### config.mk
export PLATFORM = sky130hd
export DESIGN_NAME = free_list
export DESIGN_NICKNAME = d
export VERILOG_FILES = /design/src/rtl/ooop_defs.sv /design/src/rtl/free_list.sv
export SDC_FILE = /design/constraint.sdc
export NUM_CORES = 1
export LEC_CHECK = 0
export ABC_AREA = 1
export CORE_MARGIN = 2
export CORE_UTILIZATION = 40
export DETAILED_ROUTE_END_ITERATION = 16
export PLACE_DENSITY = 0.59
export RECOVER_POWER = 25
export SETUP_SLACK_MARGIN = 0.4
export SLEW_MARGIN = 20
export SYNTH_ARGS = -nofsm -noshare
export SYNTH_HDL_FRONTEND = slang
export SYNTH_SLANG_ARGS = --single-unit
### constraint.sdc
create_clock -name clk -period 3.7 [get_ports clk]
set_input_delay 1.11 -clock clk [delete_from_list [all_inputs] [get_ports clk]]
set_output_delay 1.11 -clock clk [all_outputs]
set_load 0.02 [all_outputs]
### src/rtl/ooop_defs.sv
// Shared out-of-order pipeline definitions: register-file sizing and the physical tag type.
// No logic; constants and typedefs only.
// Imported by rename-stage blocks such as free_list.
package ooop_defs;

  localparam int N_PHYS_REGS = 64;
  localparam int N_ARCH_REGS = 32;
  localparam int PREG_W      = $clog2(N_PHYS_REGS);

  typedef logic [PREG_W-1:0] preg_t;

endpackage

### src/rtl/free_list.sv
// Physical-register free list: circular FIFO of free tags with one branch checkpoint of the head.
// Latency: grant and head tag are combinational (zero cycles); a freed tag is allocatable next cycle.
// Backpressure: alloc_gnt_o drops when the list is empty or a restore is in progress; frees into a full list are dropped and flagged.
module free_list
  import ooop_defs::*;
#(
  parameter int N_PHYS = N_PHYS_REGS,
  parameter int N_ARCH = N_ARCH_REGS,
  parameter int TAG_W  = PREG_W
) (
  input  logic                                 clk,
  input  logic                                 rst_n,
  input  logic                                 alloc_req_i,
  output logic                                 alloc_gnt_o,
  output logic [TAG_W-1:0]                     alloc_tag_o,
  output logic                                 prf_inv_valid_o,
  output logic [TAG_W-1:0]                     prf_inv_tag_o,
  input  logic                                 free_valid_i,
  input  logic [TAG_W-1:0]                     free_tag_i,
  input  logic                                 ckpt_save_i,
  input  logic                                 ckpt_restore_i,
  output logic [$clog2(N_PHYS-N_ARCH+1)-1:0]   count_o,
  output logic                                 empty_o,
  output logic                                 overflow_o
);

  localparam int DEPTH = N_PHYS - N_ARCH;
  localparam int IDX_W = (DEPTH > 1) ? $clog2(DEPTH) : 1;
  localparam int CNT_W = $clog2(DEPTH + 1);

  typedef logic [IDX_W-1:0] idx_t;
  typedef logic [CNT_W-1:0] cnt_t;
  typedef logic [TAG_W-1:0] tag_t;

  // Pointer advance with explicit wrap so DEPTH need not be a power of two.
  function automatic idx_t ptr_inc(input idx_t p);
    return (p == idx_t'(DEPTH - 1)) ? '0 : p + idx_t'(1);
  endfunction

  tag_t mem_q [DEPTH];
  tag_t mem_d [DEPTH];
  idx_t head_q, head_d;
  idx_t tail_q, tail_d;
  idx_t snap_q, snap_d;
  cnt_t count_q, count_d;
  cnt_t since_q, since_d;
  logic overflow_q, overflow_d;

  logic empty;
  logic full;
  logic gnt;
  logic fire;
  logic free_nz;
  logic free_ok;

  // Handshake decode: grant, accepted alloc, and whether a returned tag is accepted.
  always_comb begin
    empty   = (count_q == '0);
    full    = (count_q == cnt_t'(DEPTH));
    gnt     = ~empty & ~ckpt_restore_i;
    fire    = alloc_req_i & gnt;
    free_nz = free_valid_i & (free_tag_i != '0);
    free_ok = free_nz & ~full;
  end

  // Next-state: queue pointers, occupancy, checkpoint and sticky overflow.
  always_comb begin
    mem_d      = mem_q;
    head_d     = head_q;
    tail_d     = tail_q;
    snap_d     = snap_q;
    count_d    = count_q;
    since_d    = since_q;
    overflow_d = overflow_q | (free_nz & full);

    // Freed tags always land at the tail; they are never bypassed to the head this cycle.
    if (free_ok) begin
      mem_d[tail_q] = free_tag_i;
      tail_d        = ptr_inc(tail_q);
    end

    if (ckpt_restore_i) begin
      // Rewind head; tags handed out since the checkpoint become free again.
      head_d  = snap_q;
      count_d = count_q + since_q + cnt_t'(free_ok);
      since_d = '0;
    end else begin
      if (fire) begin
        head_d = ptr_inc(head_q);
      end
      count_d = count_q - cnt_t'(fire) + cnt_t'(free_ok);
      if (ckpt_save_i) begin
        // Snapshot the post-update head, so a same-cycle alloc is not rolled back.
        snap_d  = head_d;
        since_d = '0;
      end else begin
        since_d = since_q + cnt_t'(fire);
      end
    end
  end

  // State registers; reset maps tags N_ARCH..N_PHYS-1 into the queue in order.
  always_ff @(posedge clk or negedge rst_n) begin
    if (!rst_n) begin
      for (int i = 0; i < DEPTH; i++) begin
        mem_q[i] <= tag_t'(N_ARCH + i);
      end
      head_q     <= '0;
      tail_q     <= '0;
      snap_q     <= '0;
      count_q    <= cnt_t'(DEPTH);
      since_q    <= '0;
      overflow_q <= 1'b0;
    end else begin
      mem_q      <= mem_d;
      head_q     <= head_d;
      tail_q     <= tail_d;
      snap_q     <= snap_d;
      count_q    <= count_d;
      since_q    <= since_d;
      overflow_q <= overflow_d;
    end
  end

  assign alloc_gnt_o     = gnt;
  assign alloc_tag_o     = mem_q[head_q];
  assign prf_inv_valid_o = fire;
  assign prf_inv_tag_o   = mem_q[head_q];
  assign count_o         = count_q;
  assign empty_o         = empty;
  assign overflow_o      = overflow_q;

endmodule

## After elaboration in Yosys (flattened, before gate mapping)

Index checks and enable logic that the tools add are counted.

| word-level totals | value |
|---|---|
| input bits | 12 |
| output and inout port bits | 22 |
| word-level logic and storage cells | 79 |
| flip-flop bits (word level) | 220 |

| cells by class | value |
|---|---|
| equal/unequal tests | 3 |
| muxes and demuxes | 13 |
| bitwise logic cells | 11 |
| reductions and logical operators | 4 |
| $lt $le $gt $ge | 3 |
| add/subtract/negate cells | 7 |

Operators by type and width:

| cell | count |
|---|---|
| $bwmux W192 | 1 |
| $mux W6 | 6 |
| $bmux W6 S5 | 1 |
| $demux W6 S5 | 1 |
| $mux W5 | 4 |
| $add A6 B1 Y6 | 3 |
| $ge A6 B6 Y1 const B | 2 |
| $not A5 Y6 | 2 |
| $add A5 B1 Y5 const B | 2 |
| $eq A5 B5 Y1 const B | 2 |
| $add A6 B6 Y6 | 1 |
| $eq A6 B6 Y1 const B | 1 |
| $logic_not A6 Y1 | 1 |
| $lt A6 B1 Y1 const B | 1 |
| $reduce_bool A6 Y1 | 1 |
| $sub A6 B1 Y6 | 1 |
| $and A1 B1 Y1 | 5 |
| $not A1 Y1 | 3 |
| $reduce_and A2 Y1 | 1 |
| $logic_and A1 B1 Y1 | 1 |
| $or A1 B1 Y1 | 1 |

## Depth between registers and ports, before layout

Gate-level depths: netlist of the first run.

| logic depth | value |
|---|---|
| depth after elaboration | 7 |
| depth in mapped cells | 17 |
| depth with buffers taken out | 17 |

## Worst setup path after synthesis of the first run

OpenSTA, ideal clock, no wires.

| path | value |
|---|---|
| path type | input to register |
| start | in ckpt_restore_i |
| end | reg count_q[4] (netlist: count_o[4]) |
| library setup time | 126 ps |
| arrival time | 2984 ps |
| stages | 14 |
| data required time | 3574 ps |
| setup slack | 590 ps |
| buffers on the path | 0 |
| path through | clkinv_1 -> nand3_1 -> inv_1 -> ha_1 -> inv_1 -> ha_1 -> inv_1 -> fa_1 -> inv_1 -> nand2_1 -> a21oi_1 -> o21ai_0 -> nand3_1 -> o21ai_0 |

| on the way | value |
|---|---|
| word-level cells in the longest chain between the ends | 6 |

RTL lines:

| element | RTL line | text |
|---|---|---|
| start: declaration | free_list.sv:21 | `input logic ckpt_restore_i,` |
| $not A1 Y1 (no source line) | n/a |  |
| $and A1 B1 Y1 | free_list.sv:60 | `gnt = ~empty & ~ckpt_restore_i;` |
| $and A1 B1 Y1 | free_list.sv:61 | `fire = alloc_req_i & gnt;` |
| named net prf_inv_valid_o | free_list.sv:16 | `output logic prf_inv_valid_o,` |
| $sub A6 B1 Y6 | free_list.sv:91 | `count_d = count_q - cnt_t'(fire) + cnt_t'(free_ok);` |
| $add A6 B1 Y6 | free_list.sv:91 |  |
| $mux W6 | free_list.sv:82 | `if (ckpt_restore_i) begin` |
| named net count_d[4] | free_list.sv:45 | `cnt_t count_q, count_d;` |
| end signal: assignment | free_list.sv:111 | `count_q <= cnt_t'(DEPTH);` |
| end signal: assignment | free_list.sv:119 | `count_q <= count_d;` |
| end: declaration | free_list.sv:45 |  |

The timed path passes the listed nets, and every way through them passes these cells.
A chain may end at the register's enable or synchronous reset.

## Worst setup path after layout of the first run

| path | value |
|---|---|
| start | reg head_q[0] |
| end | out prf_inv_tag_o[4] |

| on the way | value |
|---|---|
| word-level cells in the longest chain between the ends | 4 |

RTL lines:

| element | RTL line | text |
|---|---|---|
| start: declaration | free_list.sv:42 | `idx_t head_q, head_d;` |
| start signal: assignment | free_list.sv:108 | `head_q <= '0;` |
| start signal: assignment | free_list.sv:116 | `head_q <= head_d;` |
| $not A5 Y6 (not written as such) | free_list.sv:128 | `assign prf_inv_tag_o = mem_q[head_q];` |
| $bmux W6 S5 | free_list.sv:128 |  |
| $mux W6 (not written as such) (2 in series) | free_list.sv:128 |  |
| end: declaration | free_list.sv:17 | `output logic [TAG_W-1:0] prf_inv_tag_o,` |

No other way between the ends. The select of a mux whose other input is x is not followed.

==> results of run 1 <==
==> cells in the mapped netlist <==
master	instances	share of area, %
inv_4	2	0.11
nor2_4	1	0.10
buf_6	4	0.40
buf_4	28	1.9
nand4_1	31	1.7
buf_1	4	0.13
nor2_1	57	1.9
a21oi_1	39	1.7
clkinv_1	2	0.066
dfstp_2	113	26
mux2i_1	1	0.089
fa_1	3	0.53
buf_2	40	1.8
nand3b_1	6	0.40
nand2_1	517	17
clkbuf_1	29	0.96
nand3_1	137	6.1
nand4_2	10	1.1
o21ai_1	35	1.5
nand4_4	2	0.38
nor3_1	3	0.13
o21ai_0	168	7.4
o22ai_1	1	0.055
inv_1	49	1.6
xnor2_1	1	0.077
inv_2	1	0.033
ha_1	22	2.4
o21bai_1	3	0.20
dfrtp_1	107	24
a31oi_1	1	0.055
==> through the flow <==
stage,total power [mW],utilization (%),worst slack (ns),setup TNS (ns),cells
floorplan,6.619,-,0.5897,0,1417
CTS,10.81,47.18,0.2137,0,1819
detailed placement,7.880,42.93,-0.06080,-0.06080,1760
global placement,7.793,42.93,-0.04605,-0.04605,1760
global route,11.86,48.77,0.2444,0,1836
finish,11.09,48.77,0.3037,0,1836
==> area by class of cell <==
cell class              instances  area (sq um)  area share, %
flip-flops and latches        220          5652          41.71
repair inverters                1         6.256        0.04617
inverters                      54         219.0          1.616
well taps                     378         473.0          3.491
clock inverters                 7         135.1         0.9973
clock buffers                  41         788.3          5.818
repair buffers                 97          1172          8.653
multi-input cells            1038          5104          37.67
==> worst paths after layout <==
| check | startpoint | endpoint | cells past startpoint |
|---|---|---|---|
| worst max register to register | count_o[5]$_DFF_PN1_ | count_o[4]$_DFF_PN0_ | 17 |
| max in group asynchronous | rst_n | mem_q[177]$_DFFE_PN0P_ | 2 |
| min in group asynchronous | rst_n | mem_q[115]$_DFFE_PN0P_ | 1 |
| worst min-delay path | mem_q[29]$_DFFE_PN1P_ | mem_q[29]$_DFFE_PN1P_ | 2 |
| worst min register to register | mem_q[29]$_DFFE_PN1P_ | mem_q[29]$_DFFE_PN1P_ | 2 |
| worst max-delay path | head_q[0]$_DFF_PN0_ | prf_inv_tag_o[4] | 10 |
==> kinds of logic (layout without fill, tap and decap cells) <==
group	after synthesis	in the layout
AOI/OAI and AO/OA	247	247
xor gates and xnor gates	1	1
adders and majority gates	25	25
buffers and inverters	159	200
DFF	220	220
muxes	1	1
and+or+nand+nor	764	764
==> routing by layer <==
metal | up-vias | part of all wire, % | track usage, %
li1 | 4696 | - | -
met1 | 4654 | 45 | 31.58
met2 | 252 | 47 | 36.49
met3 | 58 | 5.8 | 3.388
met4 | 2 | 2.3 | 5.846
met5 | - | 0.039 | 0
==> power by group <==
part	switching (mW)	total, mW	internal (mW)
combinational	2.47	4.10	1.63
sequential	0.583	4.24	3.66
clock	1.02	2.75	1.73
total	4.07	11.1	7.02
==> flip-flops by register name, indices dropped and copies added (netlist names) <==
name and count:
mem_q 192, count_o 6, tail_q 5, snap_q 5, head_q 5, overflow_o 1
since_q 6
==> placed cells by master (no fill, tap or decap), drive strengths merged, types with 3 or more instances in the layout <==
cell type | netlist | final
nor3 | 3 | 3
o21bai | 3 | 3
fa | 3 | 3
nand3b | 6 | 6
bufinv | 0 | 4
inv | 52 | 52
clkinv | 2 | 6
nand2 | 517 | 517
ha | 22 | 22
clkdlybuf4s50 | 0 | 18
o21ai | 203 | 203
clkbuf | 29 | 49
a21oi | 39 | 39
nand4 | 43 | 43
dfstp | 113 | 113
nand3 | 137 | 137
nor2 | 58 | 58
buf | 76 | 70
dfrtp | 107 | 107
==> what timing repair did <==
| item | 4_1_cts | 5_1_grt |
|---|---|---|
| setup endpoints to repair | 15 | 13 |
| buffers inserted | 6 | 12 |
| gates cloned | 5 | 5 |
| hold endpoints to repair | 0 | 0 |
| pin swaps | 3 | 21 |
| gates resized for setup | 80 | 71 |
==> critical path, cell delays in order (launching register included) <==
cell      delay, ns
dfrtp_4        0.54
clkinv_8       0.10
buf_12         0.13
buf_8          0.14
nand2_1        0.06
nand3_1        0.09
nand3_1        0.16
nand3_2        0.13
nand3_1        0.13
nand2_2        0.13
buf_4          0.15
==> reports/metrics.cfg, run 1 <==
[logic_synthesis]
seq_area_frac_synth_pct=49.94
synthSimpleGateAreaFrac_pct=28.95
synthAdderAreaFrac_pct=2.966
yosysWarnings=0
syn_inst=1417
synth_top_family_by_area=simple AND/OR/NAND/NOR gates
synth_compound_gate_area_share_pct=11.02
netlist_area_sq_um=11310
ys_seq_elements=220
syn_nets=1454
ys_types=30
muxShareOfSynthArea_pct=0.08852
syn_area_per_cell_sq_um=7.980
synthXorXnorAreaFrac_pct=0.07746

[route]
drc=0
initialDrtViolationCount=781
num_vias=9662
routed_wl_microns=32940
via_per_inst=5.263
detail-route-antenna-nets=0
wl_per_cell_microns=17.94
drt_pass1_iterations=5

[pwr]
leakagePower_nw=5.958
power_density_nw_per_um2=818.6
ir_drop_v=0.0003852

[global_route]
grt_pass1_vias=9162
grt_pass1_wl_microns=51820
grt_usage_pct=22.49
overflow=0
antenna_found_initial=1
grt_max_degree=72

[final_layout]
fill_cells=2732
syn2layout_area_growth_pct=19.83
nets=1475
antenna_cells=0
final_area_sq_um=13550
layout-drive-gt1-share_pct=20.71

[timing]
timing.final.crit_share_pct=91.79
fin_crit_ns=3.396
tightest_slew_ns=1.840
max_freq_mhz=294.4
relSlewSlack_pct=-22.65
report.final.slew_viol_count=72
hold_viol=0
timing.clock.skew_ns=0.01177
final-setup-viol-count=0
fin_hold_ws_ns=0.4720
rsz0062_at_grt=yes

[job]
cap_violations=1

[status]
violations=max-capacitance violations, max-slew violations
run_status=finished with violations

[floorplanning]
initial_core_util_pct=40.70
pin_count=34
core.rowCount=61
dieHeight_microns=172.1
core-area_sq_um=27780
die_area_sq_um=29630
fp.dieW_microns=172.1

[cts]
cts.sinks=220
clk_pin_slew_worst_paths_ns=0.05
clockRootBuffer=clkbuf_16
cts_hold_buf=0
clock_latency_ns=0.53
numCtsBuffers=26
cts_tree=yes
htreeDepth=1
clk_path_buf_depth=3

[placement]
gp_congestion=0.8297
portBuffers=33
dpl_cell_area_sq_um=11930
hpwl_microns=20310

[critical_path]
worstPathArrival_ns=2.29
crit_type=reg2out
cp_max_fo=12
end_kind=output pin
rrSetupSlack_ns=0.89
cp.required_ns=2.59
cp-start-kind=flip-flop

[worst_hold_path]
worstHoldPathType=reg2reg

No activity file was read; power rests on OpenSTA's default activity.
==> run 2: changes to the inputs <==
- CORE_UTILIZATION: 40 -> 62
- PLACE_DENSITY: 0.59 -> 0.83
- TNS_END_PERCENT: not set -> 30
==> run 2 against run 1 <==
Effect of this change: the run still ends with max-capacitance violations, max-slew violations left; first-iteration DRC count rose by 45%; flip-flop and latch count did not move; via count rose by 6.1%; combinational power fell by 5%; critical path type unchanged; largest cell class unchanged.
==> reports/metrics.cfg, run 2 (synthesis gave the netlist of run 1 again) <==
[status]
run_status=finished with violations
violations=max-capacitance violations, max-slew violations

[timing]
max_freq_mhz=292.4
worst_slack_ns=0.2797
rsz0062_at_grt=yes
hold_viol=0
timing.clock.skew_ns=0.008318
timing.final.crit_share_pct=92.44
fin_crit_ns=3.420
setup_tns_ns=0
tightest_slew_ns=1.857
final-setup-viol-count=0
report.final.slew_viol_count=77
relSlewSlack_pct=-23.83

[final_layout]
syn2layout_area_growth_pct=13.34
antenna_cells=0
nets=1456
largest_reg_flops=192
multiInputGateArea_sq_um=4967
final_common_cell=nand2_1
regArea_sq_um=5649
final-instance-count-excl-fill=1664
final_core_util_pct=71.59
final_area_sq_um=12820
layout-drive-gt1-share_pct=17.77
fill_cells=1332
final_cell_mix=nand2_1 (509), o21ai_0 (168), nand3_1 (128)
top_register=mem_q

[cts]
clk_path_buf_depth=3
clock_latency_ns=0.52
clk_pin_slew_worst_paths_ns=0.06
htreeDepth=1
cts_hold_buf=0
clockRootBuffer=clkbuf_16
numCtsBuffers=23
cts_tree=yes
cts.sinks=220

[route]
via_per_inst=6.161
drc=0
num_vias=10250
drt_pass1_iterations=7
detail-route-antenna-nets=0
wl_per_cell_microns=19.50
initialDrtViolationCount=1129
routed_wl_microns=32440

[global_route]
grt_pass1_vias=9577
antenna_found_initial=0
grt_max_degree=77
overflow=0
grt_usage_pct=31.78
grt_pass1_wl_microns=49820

[pwr]
ir_drop_v=0.0006258
leakagePower_nw=5.702
power_density_nw_per_um2=826.4

[floorplanning]
dieHeight_microns=139.0
initial_core_util_pct=63.16
core-area_sq_um=17900
core.rowCount=49
fp.dieW_microns=139.0
die_area_sq_um=19330
pin_count=34

[critical_path]
end_kind=output pin
worstPathArrival_ns=2.31
cp.required_ns=2.59
cp_common_cell=nand3_1
cp_slowest_stage_delay_ns=0.57
crit_slowest_cell=dfrtp_2
worstPathBufferInverterCount=3
cp_max_fo=6
crit_chain=buf_6, clkbuf_16, nand2_1, nand3_1, nand3_1, nand3_1, nand3_1, nand2_2, buf_2
crit_family=simple AND/OR/NAND/NOR gates
cp-start-kind=flip-flop
crit_type=reg2out

[placement]
hpwl_microns=18340
portBuffers=33
placedCellCount=1606
pre_cts_slack_ns=0.07817
dpl_cell_area_sq_um=11680
gp_congestion=0.8571

[job]
cap_violations=1

[worst_hold_path]
worstHoldPathType=reg2reg

-- run 2: changes by cell type in the layout (fill, tap and decap cells not counted), moves of 3 or more --
cell / change
nand2_4: -3
buf_12: -9
clkbuf_16: -4
clkbuf_2: +3
nand3_1: +22
nand3_2: -22
nand2_1: +3
buf_6: -3
buf_4: -8
-- run 2: final timing paths --
kind	endpoint	slack (ns)	depth (start not counted)	from
max	prf_inv_tag_o[0]	0.28	9	head_q[0]$_DFF_PN0_
min	mem_q[143]$_DFFE_PN1P_	0.47	2	mem_q[143]$_DFFE_PN1P_
max reg2reg	count_o[4]$_DFF_PN0_	0.84	17	count_o[2]$_DFF_PN0_
min reg2reg	mem_q[143]$_DFFE_PN1P_	0.47	2	mem_q[143]$_DFFE_PN1P_
max in group asynchronous	mem_q[80]$_DFFE_PN0P_	0.67	2	rst_n
min in group asynchronous	mem_q[115]$_DFFE_PN0P_	1.10	1	rst_n
-- run 2: layer usage --
metal / vias to the layer above / share of wire (%) / track usage, %
li1: 4656 / - / -
met3: 144 / 11 / 5.939
met4: 0 / 5.2 / 12.92
met2: 642 / 46 / 50.69
met1: 4810 / 38 / 43.38
met5: - / 0 / 0
-- run 2: cell type report --
| cell class | count | share of cell area [%] |
|---|---|---|
| Inverter | 54 | 1.660 |
| Clock inverter | 7 | 0.8591 |
| Timing Repair inverter | 1 | 0.04881 |
| Multi-Input combinational cell | 1038 | 38.76 |
| Tap cell | 229 | 2.236 |
| Clock buffer | 34 | 5.204 |
| Timing Repair Buffer | 81 | 7.156 |
| Sequential cell | 220 | 44.08 |
-- run 2: worst register-to-register path, delay by kind of cell, from the launching register on --
kind | cells | cell delay [ns]
buf+inv | 6 | 0.59
simple gates | 4 | 0.36
flops | 1 | 0.45
fa+ha+maj | 4 | 1.01
compound gates | 3 | 0.34
-- run 2: per-stage QoR --
| step | total power, mW | hold WS, ns |
|---|---|---|
| floorplan | 6.619 | 0.4493 |
| global placement | 7.626 | 0.4600 |
| detailed placement | 7.780 | 0.4652 |
| CTS | 10.27 | 0.4758 |
| global route | 11.21 | 0.4937 |
| finish | 10.59 | 0.4741 |
-- run 2: timing repair --
action / 4_1_cts / 5_1_grt
buffers inserted: 3 / 2
cloned: 3 / 9
pin swaps: 0 / 6
gates resized for setup: 44 / 61
setup endpoints to repair: 15 / 15
-- run 2: report_power, final --
part,leakage [nW],total [mW],switching [mW],internal (mW)
Sequential,2.56,4.27,0.615,3.66
Clock,0.385,2.41,0.957,1.45
Combinational,2.75,3.91,2.45,1.46
Total,5.70,10.6,4.02,6.57
==> run 3: changes to the inputs <==
- SLEW_MARGIN: 20 -> not set
==> results of run 3 <==
Same layout as run 2: the final DEF is identical, and so are final timing and power.
